--- src/rtl/aes_pipeline_ingress_if.sv ---
// Host-side beat bus and the per-beat output bundle of the AES ingress block.
// The master drives host beats; the slave (the ingress block) returns parsed beats.
interface aes_pipeline_ingress_if;
    logic           i_valid;
    logic           o_ready;
    logic [0:127]   i_data;
    logic           i_last;
    logic           o_valid;
    logic [0:127]   o_cipher_key;
    logic [0:95]    o_iv;
    logic [0:127]   o_instance_size;
    logic [0:127]   o_aad;
    logic [0:127]   o_plain_text;
    logic           o_new_instance;
    logic           o_pt_instance;
    logic           o_error;

    modport master (
        output i_valid, i_data, i_last,
        input  o_ready, o_valid, o_cipher_key, o_iv, o_instance_size,
               o_aad, o_plain_text, o_new_instance, o_pt_instance, o_error
    );

    modport slave (
        input  i_valid, i_data, i_last,
        output o_ready, o_valid, o_cipher_key, o_iv, o_instance_size,
               o_aad, o_plain_text, o_new_instance, o_pt_instance, o_error
    );
endinterface

--- src/rtl/aes_pipeline_ingress.sv ---
// Parses a framed host stream (key, IV, lengths, AAD, PT) into per-block output beats
// carrying the instance header, with tail masking and framing-error detection.
module aes_pipeline_ingress (
    input  logic                   clk,
    input  logic                   rst,
    aes_pipeline_ingress_if.slave  bus
);

    typedef enum logic [2:0] {
        S_KEY,
        S_IV,
        S_LEN,
        S_AAD,
        S_PT,
        S_EMPTY
    } state_t;

    state_t         r_state;
    logic           r_ready;
    logic           r_valid;
    logic [0:127]   r_key;
    logic [0:95]    r_iv;
    logic [63:0]    r_aad_len;
    logic [63:0]    r_pt_len;
    logic [63:0]    r_aad_rem;
    logic [63:0]    r_pt_rem;
    logic [0:127]   r_aad;
    logic [0:127]   r_pt;
    logic           r_first;
    logic           r_new;
    logic           r_pt_inst;
    logic           r_err;

    logic           w_accept;
    logic [63:0]    w_len_aad;
    logic [63:0]    w_len_pt;
    logic           w_aad_final;
    logic           w_pt_final;
    logic [63:0]    w_aad_take;
    logic [63:0]    w_pt_take;
    logic [0:127]   w_aad_mask;
    logic [0:127]   w_pt_mask;

    // Keeps the leading rem bits of a block when fewer than 128 bits remain.
    function automatic logic [0:127] tail_mask(input logic [63:0] rem);
        logic [0:127] m;
        m = '1;
        if (rem < 64'd128) begin
            m = ~({128{1'b1}} >> rem[6:0]);
        end
        return m;
    endfunction

    always_comb begin
        w_accept    = bus.i_valid && r_ready;
        w_len_aad   = bus.i_data[0:63];
        w_len_pt    = bus.i_data[64:127];
        w_aad_final = (r_aad_rem <= 64'd128);
        w_pt_final  = (r_pt_rem <= 64'd128);
        w_aad_take  = (r_aad_rem < 64'd128) ? r_aad_rem : 64'd128;
        w_pt_take   = (r_pt_rem < 64'd128) ? r_pt_rem : 64'd128;
        w_aad_mask  = tail_mask(r_aad_rem);
        w_pt_mask   = tail_mask(r_pt_rem);
    end

    // Single FSM; every output is a register updated alongside the state.
    always_ff @(posedge clk) begin
        if (rst) begin
            r_state   <= S_KEY;
            r_ready   <= 1'b0;
            r_valid   <= 1'b0;
            r_key     <= '0;
            r_iv      <= '0;
            r_aad_len <= '0;
            r_pt_len  <= '0;
            r_aad_rem <= '0;
            r_pt_rem  <= '0;
            r_aad     <= '0;
            r_pt      <= '0;
            r_first   <= 1'b0;
            r_new     <= 1'b0;
            r_pt_inst <= 1'b0;
            r_err     <= 1'b0;
        end else begin
            r_ready   <= 1'b1;
            r_valid   <= 1'b0;
            r_aad     <= '0;
            r_pt      <= '0;
            r_new     <= 1'b0;
            r_pt_inst <= 1'b0;
            r_err     <= 1'b0;

            case (r_state)
                S_KEY: begin
                    if (w_accept) begin
                        r_key <= bus.i_data;
                        if (bus.i_last) begin
                            r_err <= 1'b1;
                        end else begin
                            r_state <= S_IV;
                        end
                    end
                end

                S_IV: begin
                    if (w_accept) begin
                        r_iv <= bus.i_data[0:95];
                        if (bus.i_last) begin
                            r_err   <= 1'b1;
                            r_state <= S_KEY;
                        end else begin
                            r_state <= S_LEN;
                        end
                    end
                end

                S_LEN: begin
                    if (w_accept) begin
                        r_aad_len <= w_len_aad;
                        r_pt_len  <= w_len_pt;
                        r_aad_rem <= w_len_aad;
                        r_pt_rem  <= w_len_pt;
                        // An empty instance ends on its length beat and still emits one beat.
                        if (w_len_aad == 64'd0 && w_len_pt == 64'd0) begin
                            r_state <= S_EMPTY;
                            r_ready <= 1'b0;
                            r_valid <= 1'b1;
                            r_new   <= 1'b1;
                            r_err   <= !bus.i_last;
                        end else if (bus.i_last) begin
                            r_err   <= 1'b1;
                            r_state <= S_KEY;
                        end else begin
                            r_first <= 1'b1;
                            r_state <= (w_len_aad != 64'd0) ? S_AAD : S_PT;
                        end
                    end
                end

                S_AAD: begin
                    if (w_accept) begin
                        r_valid   <= 1'b1;
                        r_aad     <= bus.i_data & w_aad_mask;
                        r_new     <= r_first;
                        r_first   <= 1'b0;
                        r_aad_rem <= r_aad_rem - w_aad_take;
                        if (w_aad_final && r_pt_rem != 64'd0) begin
                            if (bus.i_last) begin
                                r_err   <= 1'b1;
                                r_state <= S_KEY;
                            end else begin
                                r_state <= S_PT;
                            end
                        end else if (w_aad_final) begin
                            r_err   <= !bus.i_last;
                            r_state <= S_KEY;
                        end else if (bus.i_last) begin
                            r_err   <= 1'b1;
                            r_state <= S_KEY;
                        end
                    end
                end

                S_PT: begin
                    if (w_accept) begin
                        r_valid   <= 1'b1;
                        r_pt      <= bus.i_data & w_pt_mask;
                        r_pt_inst <= 1'b1;
                        r_new     <= r_first;
                        r_first   <= 1'b0;
                        r_pt_rem  <= r_pt_rem - w_pt_take;
                        if (w_pt_final) begin
                            r_err   <= !bus.i_last;
                            r_state <= S_KEY;
                        end else if (bus.i_last) begin
                            r_err   <= 1'b1;
                            r_state <= S_KEY;
                        end
                    end
                end

                S_EMPTY: begin
                    r_state <= S_KEY;
                end

                default: begin
                    r_state <= S_KEY;
                end
            endcase
        end
    end

    assign bus.o_ready         = r_ready;
    assign bus.o_valid         = r_valid;
    assign bus.o_cipher_key    = r_key;
    assign bus.o_iv            = r_iv;
    assign bus.o_instance_size = {r_aad_len, r_pt_len};
    assign bus.o_aad           = r_aad;
    assign bus.o_plain_text    = r_pt;
    assign bus.o_new_instance  = r_new;
    assign bus.o_pt_instance   = r_pt_inst;
    assign bus.o_error         = r_err;

endmodule

--- src/flat_wrapper.sv ---
// flat-port wrapper written by rule: the top's interface ports become plain ports
module aes_pipeline_ingress_flat 
  (clk, rst, bus_i_valid, bus_i_data, bus_i_last, bus_o_ready, bus_o_valid, bus_o_cipher_key, bus_o_iv, bus_o_instance_size, bus_o_aad, bus_o_plain_text, bus_o_new_instance, bus_o_pt_instance, bus_o_error);
  aes_pipeline_ingress_if bus_i ();
  input  logic clk;
  input  logic rst;
  input wire logic [$bits(bus_i.i_valid)-1:0] bus_i_valid;
  input wire logic [$bits(bus_i.i_data)-1:0] bus_i_data;
  input wire logic [$bits(bus_i.i_last)-1:0] bus_i_last;
  output wire logic [$bits(bus_i.o_ready)-1:0] bus_o_ready;
  output wire logic [$bits(bus_i.o_valid)-1:0] bus_o_valid;
  output wire logic [$bits(bus_i.o_cipher_key)-1:0] bus_o_cipher_key;
  output wire logic [$bits(bus_i.o_iv)-1:0] bus_o_iv;
  output wire logic [$bits(bus_i.o_instance_size)-1:0] bus_o_instance_size;
  output wire logic [$bits(bus_i.o_aad)-1:0] bus_o_aad;
  output wire logic [$bits(bus_i.o_plain_text)-1:0] bus_o_plain_text;
  output wire logic [$bits(bus_i.o_new_instance)-1:0] bus_o_new_instance;
  output wire logic [$bits(bus_i.o_pt_instance)-1:0] bus_o_pt_instance;
  output wire logic [$bits(bus_i.o_error)-1:0] bus_o_error;
  assign bus_i.i_valid = bus_i_valid;
  assign bus_i.i_data = bus_i_data;
  assign bus_i.i_last = bus_i_last;
  assign bus_o_ready = bus_i.o_ready;
  assign bus_o_valid = bus_i.o_valid;
  assign bus_o_cipher_key = bus_i.o_cipher_key;
  assign bus_o_iv = bus_i.o_iv;
  assign bus_o_instance_size = bus_i.o_instance_size;
  assign bus_o_aad = bus_i.o_aad;
  assign bus_o_plain_text = bus_i.o_plain_text;
  assign bus_o_new_instance = bus_i.o_new_instance;
  assign bus_o_pt_instance = bus_i.o_pt_instance;
  assign bus_o_error = bus_i.o_error;
  aes_pipeline_ingress u_core (.clk(clk), .rst(rst), .bus(bus_i));
endmodule
--- config.mk ---
export PLATFORM = sky130hd
export DESIGN_NAME = aes_pipeline_ingress_flat
export DESIGN_NICKNAME = d
export VERILOG_FILES = /design/src/rtl/aes_pipeline_ingress_if.sv /design/src/rtl/aes_pipeline_ingress.sv /design/src/flat_wrapper.sv
export SDC_FILE = /design/constraint.sdc
export NUM_CORES = 2
export LEC_CHECK = 0
export ABC_AREA = 1
export CORE_AREA = 4 4 287 289
export DETAILED_ROUTE_END_ITERATION = 6
export DIE_AREA = 0 0 291 293
export PLACE_DENSITY_LB_ADDON = 0.15
export RECOVER_POWER = 25
export SLEW_MARGIN = 25
export SYNTH_ARGS = -nofsm -noshare
export SYNTH_HDL_FRONTEND = slang
export SYNTH_SLANG_ARGS = --single-unit
--- constraint.sdc ---
create_clock -name clk -period 5.11 [get_ports clk]
set_clock_uncertainty 0.1 [all_clocks]
set_input_delay 0.7665 -clock clk [delete_from_list [all_inputs] [get_ports clk]]
set_output_delay 0.7665 -clock clk [all_outputs]
set_load 0.05 [all_outputs]
## Yosys cells after proc, flatten, opt, wreduce, memory -nomap -nowiden

Cells that the tools add are included.

- Output and inout bits: 613
- Register bits: 745
- Word-level logic and storage cells: 117
- Input bits: 132

- Bitwise operators: 7
- Shift-type cells: 2
- Order comparisons: 4
- Multiplexer cells: 50
- Reductions and logical operators: 24
- Equal/unequal tests: 13
- $add $sub $neg: 2

Operator list:

| kind | number |
|---|---|
| 64-bit two-way mux | 6 |
| 128-bit bitwise AND | 2 |
| 128-bit two-way mux | 2 |
| 128-bit NOT | 2 |
| 64-bit one-hot mux with 2 select lines | 2 |
| 128-bit by 7-bit right shift with 128-bit output (first input constant) | 2 |
| 64-bit by 8-bit <= comparator with 1-bit output (second input constant) | 2 |
| 64-bit logical NOT | 2 |
| 64-bit by 8-bit < comparator with 1-bit output (second input constant) | 2 |
| 64-bit nonzero test | 2 |
| 64-bit subtractor | 2 |
| 3-bit two-way mux | 14 |
| 1-bit two-way mux | 20 |
| 3-bit one-hot mux with 5 select lines | 1 |
| 2-bit by 1-bit inequality test with 1-bit output (second input constant) | 6 |
| 3-bit by 2-bit == test with 1-bit output (second input constant) | 2 |
| 2-bit inequality test (second input constant) | 3 |
| 1-bit one-hot mux with 2 select lines | 3 |
| 2-bit AND reduction | 3 |
| 3-bit AND reduction | 2 |
| 6-bit AND reduction | 1 |
| 2-bit nonzero test | 3 |
| 2-bit OR reduction | 3 |
| 3-bit OR reduction | 2 |
| 9 further kinds | 13 |

## Depth between registers and ports, before layout

- Depth in word-level cells: 6
- Mapped depth: 19
- Gate-level depth less buffers: 19

## Least setup slack after synthesis

Ideal clock, no wire load.

- Kind: flip-flop to flip-flop
- Start: reg u_core.r_aad_rem[8]
- End: reg u_core.r_aad_rem[24]
- Clock period less this slack: 2.303 ns
- Cell stages (with the launch flop): 18
- Buffers on the path: 1
- Setup slack: 2.807 ns
- Library setup time: 0.132 ns
- Data arrival time: 2.071 ns
- Required time: 4.878 ns
- Path through: dfxtp_1 > nor2_4 > nand2_2 > nor2_4 > nand2_1 > nor2_2 > nand2_2 > buf_6 > nand2_1 > ha_1 > inv_1 > nand2_1 > nand2_1 > nand2_2 > nor2_4 > xor2_1 > o21ai_1 > a21oi_1

- Longest elaborated chain between the ends: 5

Ends and longest elaborated chain:

| item | line | RTL |
|---|---|---|
| from (decl) | aes_pipeline_ingress.sv:25 | `logic [63:0] r_aad_rem;` |
| from (signal assigned) | aes_pipeline_ingress.sv:121 | `r_aad_rem <= w_len_aad;` |
| from (signal assigned) | aes_pipeline_ingress.sv:146 | `r_aad_rem <= r_aad_rem - w_aad_take;` |
| 64-bit by 8-bit < comparator with 1-bit output | aes_pipeline_ingress.sv:60 | `w_aad_take = (r_aad_rem < 64'd128) ? r_aad_rem : 64'd128;` |
| 64-bit two-way mux | aes_pipeline_ingress.sv:60 |  |
| 64-bit subtractor * | aes_pipeline_ingress.sv:146 |  |
| 64-bit two-way mux * | aes_pipeline_ingress.sv:141 | `if (w_accept) begin` |
| 64-bit one-hot mux with 2 select lines * | aes_pipeline_ingress.sv:93 | `case (r_state)` |

Mark *: on every way between the ends. The rest lies on a longest branch, timed or not. The select of a mux whose other input is x is not followed.
A chain may end at the register's enable or synchronous reset.

## Final worst setup path

- Start: in bus_i_valid
- End: reg u_core.r_pt_rem[13]

- Longest elaborated chain between the ends: 3
- Elaborated cells on any way between the ends: 4
- Those cells by class: 2 x eq/ne; 2 x reduce/logical

Ends and longest elaborated chain:

| item | line | RTL |
|---|---|---|
| from (decl) | flat_wrapper.sv:7 | `input wire logic [$bits(bus_i.i_valid)-1:0] bus_i_valid;` |
| 1-bit logical AND * | aes_pipeline_ingress.sv:55 | `w_accept = bus.i_valid && r_ready;` |
| 2-bit by 1-bit inequality test with 1-bit output (no source line) | - |  |
| 3-bit AND reduction (no source line) * | - |  |
| to (signal assigned) | aes_pipeline_ingress.sv:122 | `r_pt_rem <= w_len_pt;` |
| to (signal assigned) | aes_pipeline_ingress.sv:171 | `r_pt_rem <= r_pt_rem - w_pt_take;` |
| to (decl) | aes_pipeline_ingress.sv:26 | `logic [63:0] r_pt_rem;` |

Mark *: on every way between the ends. The rest lies on a longest branch, timed or not.

==> summary.md <==
| Metric | Value |
|---|---|
| Die width | 291 microns |
| Row count | 104 |
| H-tree depth | 3 |
| Clock slew at reported path FFs | approximately 0.070 ns |
| Status | finished, violations left |
| DR WL met3 | 20000 microns |
| # DRC | 1 |
| Initial cell density of the core | 0.397 |
| Slew Limit Fails | between 300 and 400 |
| Hold WS | approximately 0.36 ns |
| Drt first pass iters | 7 |
| Main synth FF type | dfxtp_1 |
| Total track usage | 0.393 |
| Critical Path AT | 4.71 ns |
| Setup-failing EPs final | 0 |
| P per Cell Area | 318 nW/um^2 |
| Seq/Total Area, Yosys | 0.470 |
| Share of cells above drive strength 1 | 0.0512 |
| CTS Sinks | approximately 750 |
| VDD IR max | 269 uV |
| Crit path time final | 4.24 ns |
| Mean Syn Cell Area | 7.13 sq um |
| Vias in the first global route | ~32000 |
| Top Ports | 745 |
| Met2 Wirelength | between 70000 and 80000 microns |
| Post-synth EDFFs | 0 |
| Drt wl/cell | roughly 29 microns |
| Bufs on Longest Clock Path | 3 |
| Antenna violations before repair | 6 |
| Ys async rst share | 0 |
| Worst-Margin Slew | around 2.4 ns |
| Cts bufs inserted | 83 |
| Largest net degree at the start of global routing | 180 |
| First-pass GRT wire length | roughly 240000 microns |
| Met1 Wirelength | 69300 microns |
| Core area | ~80000 sq um |
| CP required | roughly 5.6 ns |
| Vias/cell | approximately 5.7 |
| Postcts setup bufs | 0 |
| DP HPWL | around 130000 microns |
| GRT overflow | 0 |
| Post-CTS resize count | 0 |
| Final TNS setup | 0 ns |
| Routed wire length | about 180000 microns |
| DIE AREA | around 85000 sq um |
| CP Class | input port to flop |
| Clock root cell | clkbuf_16 |
| GP Congestion | 1.01 |
| DRT iter0 DRCs | 4817 |
| Post-Syn Area | roughly 32000 sq um |
| Layout area overhead | 35.2% |
| Hold_buf cts | 0 |
| Synthesized flop and latch total | ~750 |
| Routed Antenna Nets | 0 |
| Via count | 35400 |
| Port Buffer Count | ~740 |
| Worst slack, placed | ~1.2 ns |
| Count of nets after finishing | between 5000 and 6000 |
| Startpoint types | input port |
| Worst skew pair latency | 0.67 ns |
| Failing checks | design-rule violations, max-capacitance violations, max-slew violations |
| Distinct cells, synth | between 50 and 60 |
| Worst min-delay path class | flop to flop |
| Fmax | about 0.24 GHz |
| RSZ-0062 raised after global routing | no |
| Warnings from Yosys | 0 |
| CTS tree | yes |
| Crit share post-route | 0.830 |
| Final core occ | 0.537 |
| Mapped Cells | approximately 4500 |
| Die Height | just under 300 microns |
| Max_cap viols | 5 |
| Setup crit end kind | flop |
| Top Metal Used | met5 |
| Rel. slew slack | -0.611 |
| Flop2flop setup slack | 1.04 ns |
| Worst-path maximum fanout | between 80 and 90 |
| Static leakage | around 0.02 uW |
| Final Hold Viols | 0 |
| Setup slack after layout | between 0.8 and 0.9 ns |
==> report_power, final <==
group | internal [uW] | switching [uW]
Combinational | 388 | 1150
Sequential | 5880 | 39.6
Clock | 3520 | 2680
Total | 9790 | 3870
==> placed cells by master, fill, tap and decap left out, drive strengths merged, types with 9 or more instances in the layout <==
cell and count:
a2111oi 12, a211oi 13, a21oi 467, a31oi 11
buf 70, clkbuf 120, clkdlybuf4s50 539, clkinv 25
dfxtp 745, dlygate4sd3 204, inv 504, nand2 733
nand3 396, nand3b 18, nand4 53, nor2 583
nor3 40, nor4 46, o211ai 58, o21ai 409
o22ai 25, o311ai 9, xnor2 12, xor2 19
==> per-stage QoR <==
step | cell area [sq um] | instances | total power (uW)
global route | 42900 | 6213 | 13900
finish | 42900 | 6216 | 13700
detailed placement | 40200 | 6065 | 7550
global placement | 40200 | 6065 | 7550
CTS | 43000 | 6213 | 13700
floorplan | 31700 | 4451 | 6780
==> routing by layer <==
layer | vias up | GRT usage
li1 | 15900 | -
met1 | 16800 | 0.501
met2 | 2204 | 0.612
met3 | 455 | 0.117
met4 | 10 | 0.192
met5 | - | 0
==> cell usage after synthesis, drive strengths merged, types with 40 or more instances <==
cell type	count	area share
a21oi	467	0.074
buf	41	0.0062
clkbuf	224	0.026
dfxtp	745	0.47
inv	499	0.059
nand2	733	0.088
nand3	396	0.063
nand4	53	0.011
nor2	583	0.073
nor3	40	0.0065
nor4	46	0.0091
o211ai	58	0.014
o21ai	409	0.065
==> flip-flops by register name, summed over array words and instances, names as in the netlist <==
signal and flops:
u_core.bus.o_pt_instance 1, u_core.bus.o_valid 1, u_core.bus.o_plain_text 128, u_core.r_state 3, u_core.r_pt_rem 64, u_core.r_first 1
u_core.r_aad_len 64, u_core.bus.o_ready 1, u_core.bus.o_aad 128, u_core.r_aad_rem 64, u_core.bus.o_new_instance 1, u_core.bus.o_cipher_key 128
u_core.r_pt_len 64, u_core.bus.o_iv 96, u_core.bus.o_error 1
==> cell families after synthesis <==
group | share of synthesized area
compound gates | 0.173
xor+xnor | 0.00855
fa+ha+maj | 0.000788
buf+inv | 0.0921
flops | 0.470
other cells | 0.000118
simple gates | 0.256
==> critical path, cell delays in order <==
cell,delay (ns)
dlygate4sd3_1,0.53
nand2_1,0.41
nor2_1,0.16
clkinv_2,0.08
clkbuf_2,1.71
nor2_1,0.57
a311oi_1,0.41
==> layout make-up <==
| cell class | instances | area [sq um] |
|---|---|---|
| clock buffer | 114 | 2350 |
| clock inverter | 34 | 438 |
| timing repair buffer | 819 | 8040 |
| sequential | 745 | 14900 |
| tap | 1060 | 1330 |
| antenna | 3 | 7.51 |
| multi-input combinational | 2938 | 13900 |
| fill | 7932 | 37000 |
| inverter | 503 | 1900 |
==> final timing paths <==
| kind | startpoint | endpoint | depth (start not counted) |
|---|---|---|---|
| worst max-delay path | bus_i_valid | u_core.r_pt_rem[13] | 7 |
| worst min-delay path | u_core.bus.o_cipher_key[37] | u_core.bus.o_cipher_key[37] | 2 |
| worst min register to register | u_core.bus.o_cipher_key[37] | u_core.bus.o_cipher_key[37] | 2 |
| worst max register to register | u_core.r_state[0] | u_core.bus.o_plain_text[99] | 9 |
(Power assumes the default switching activity.)
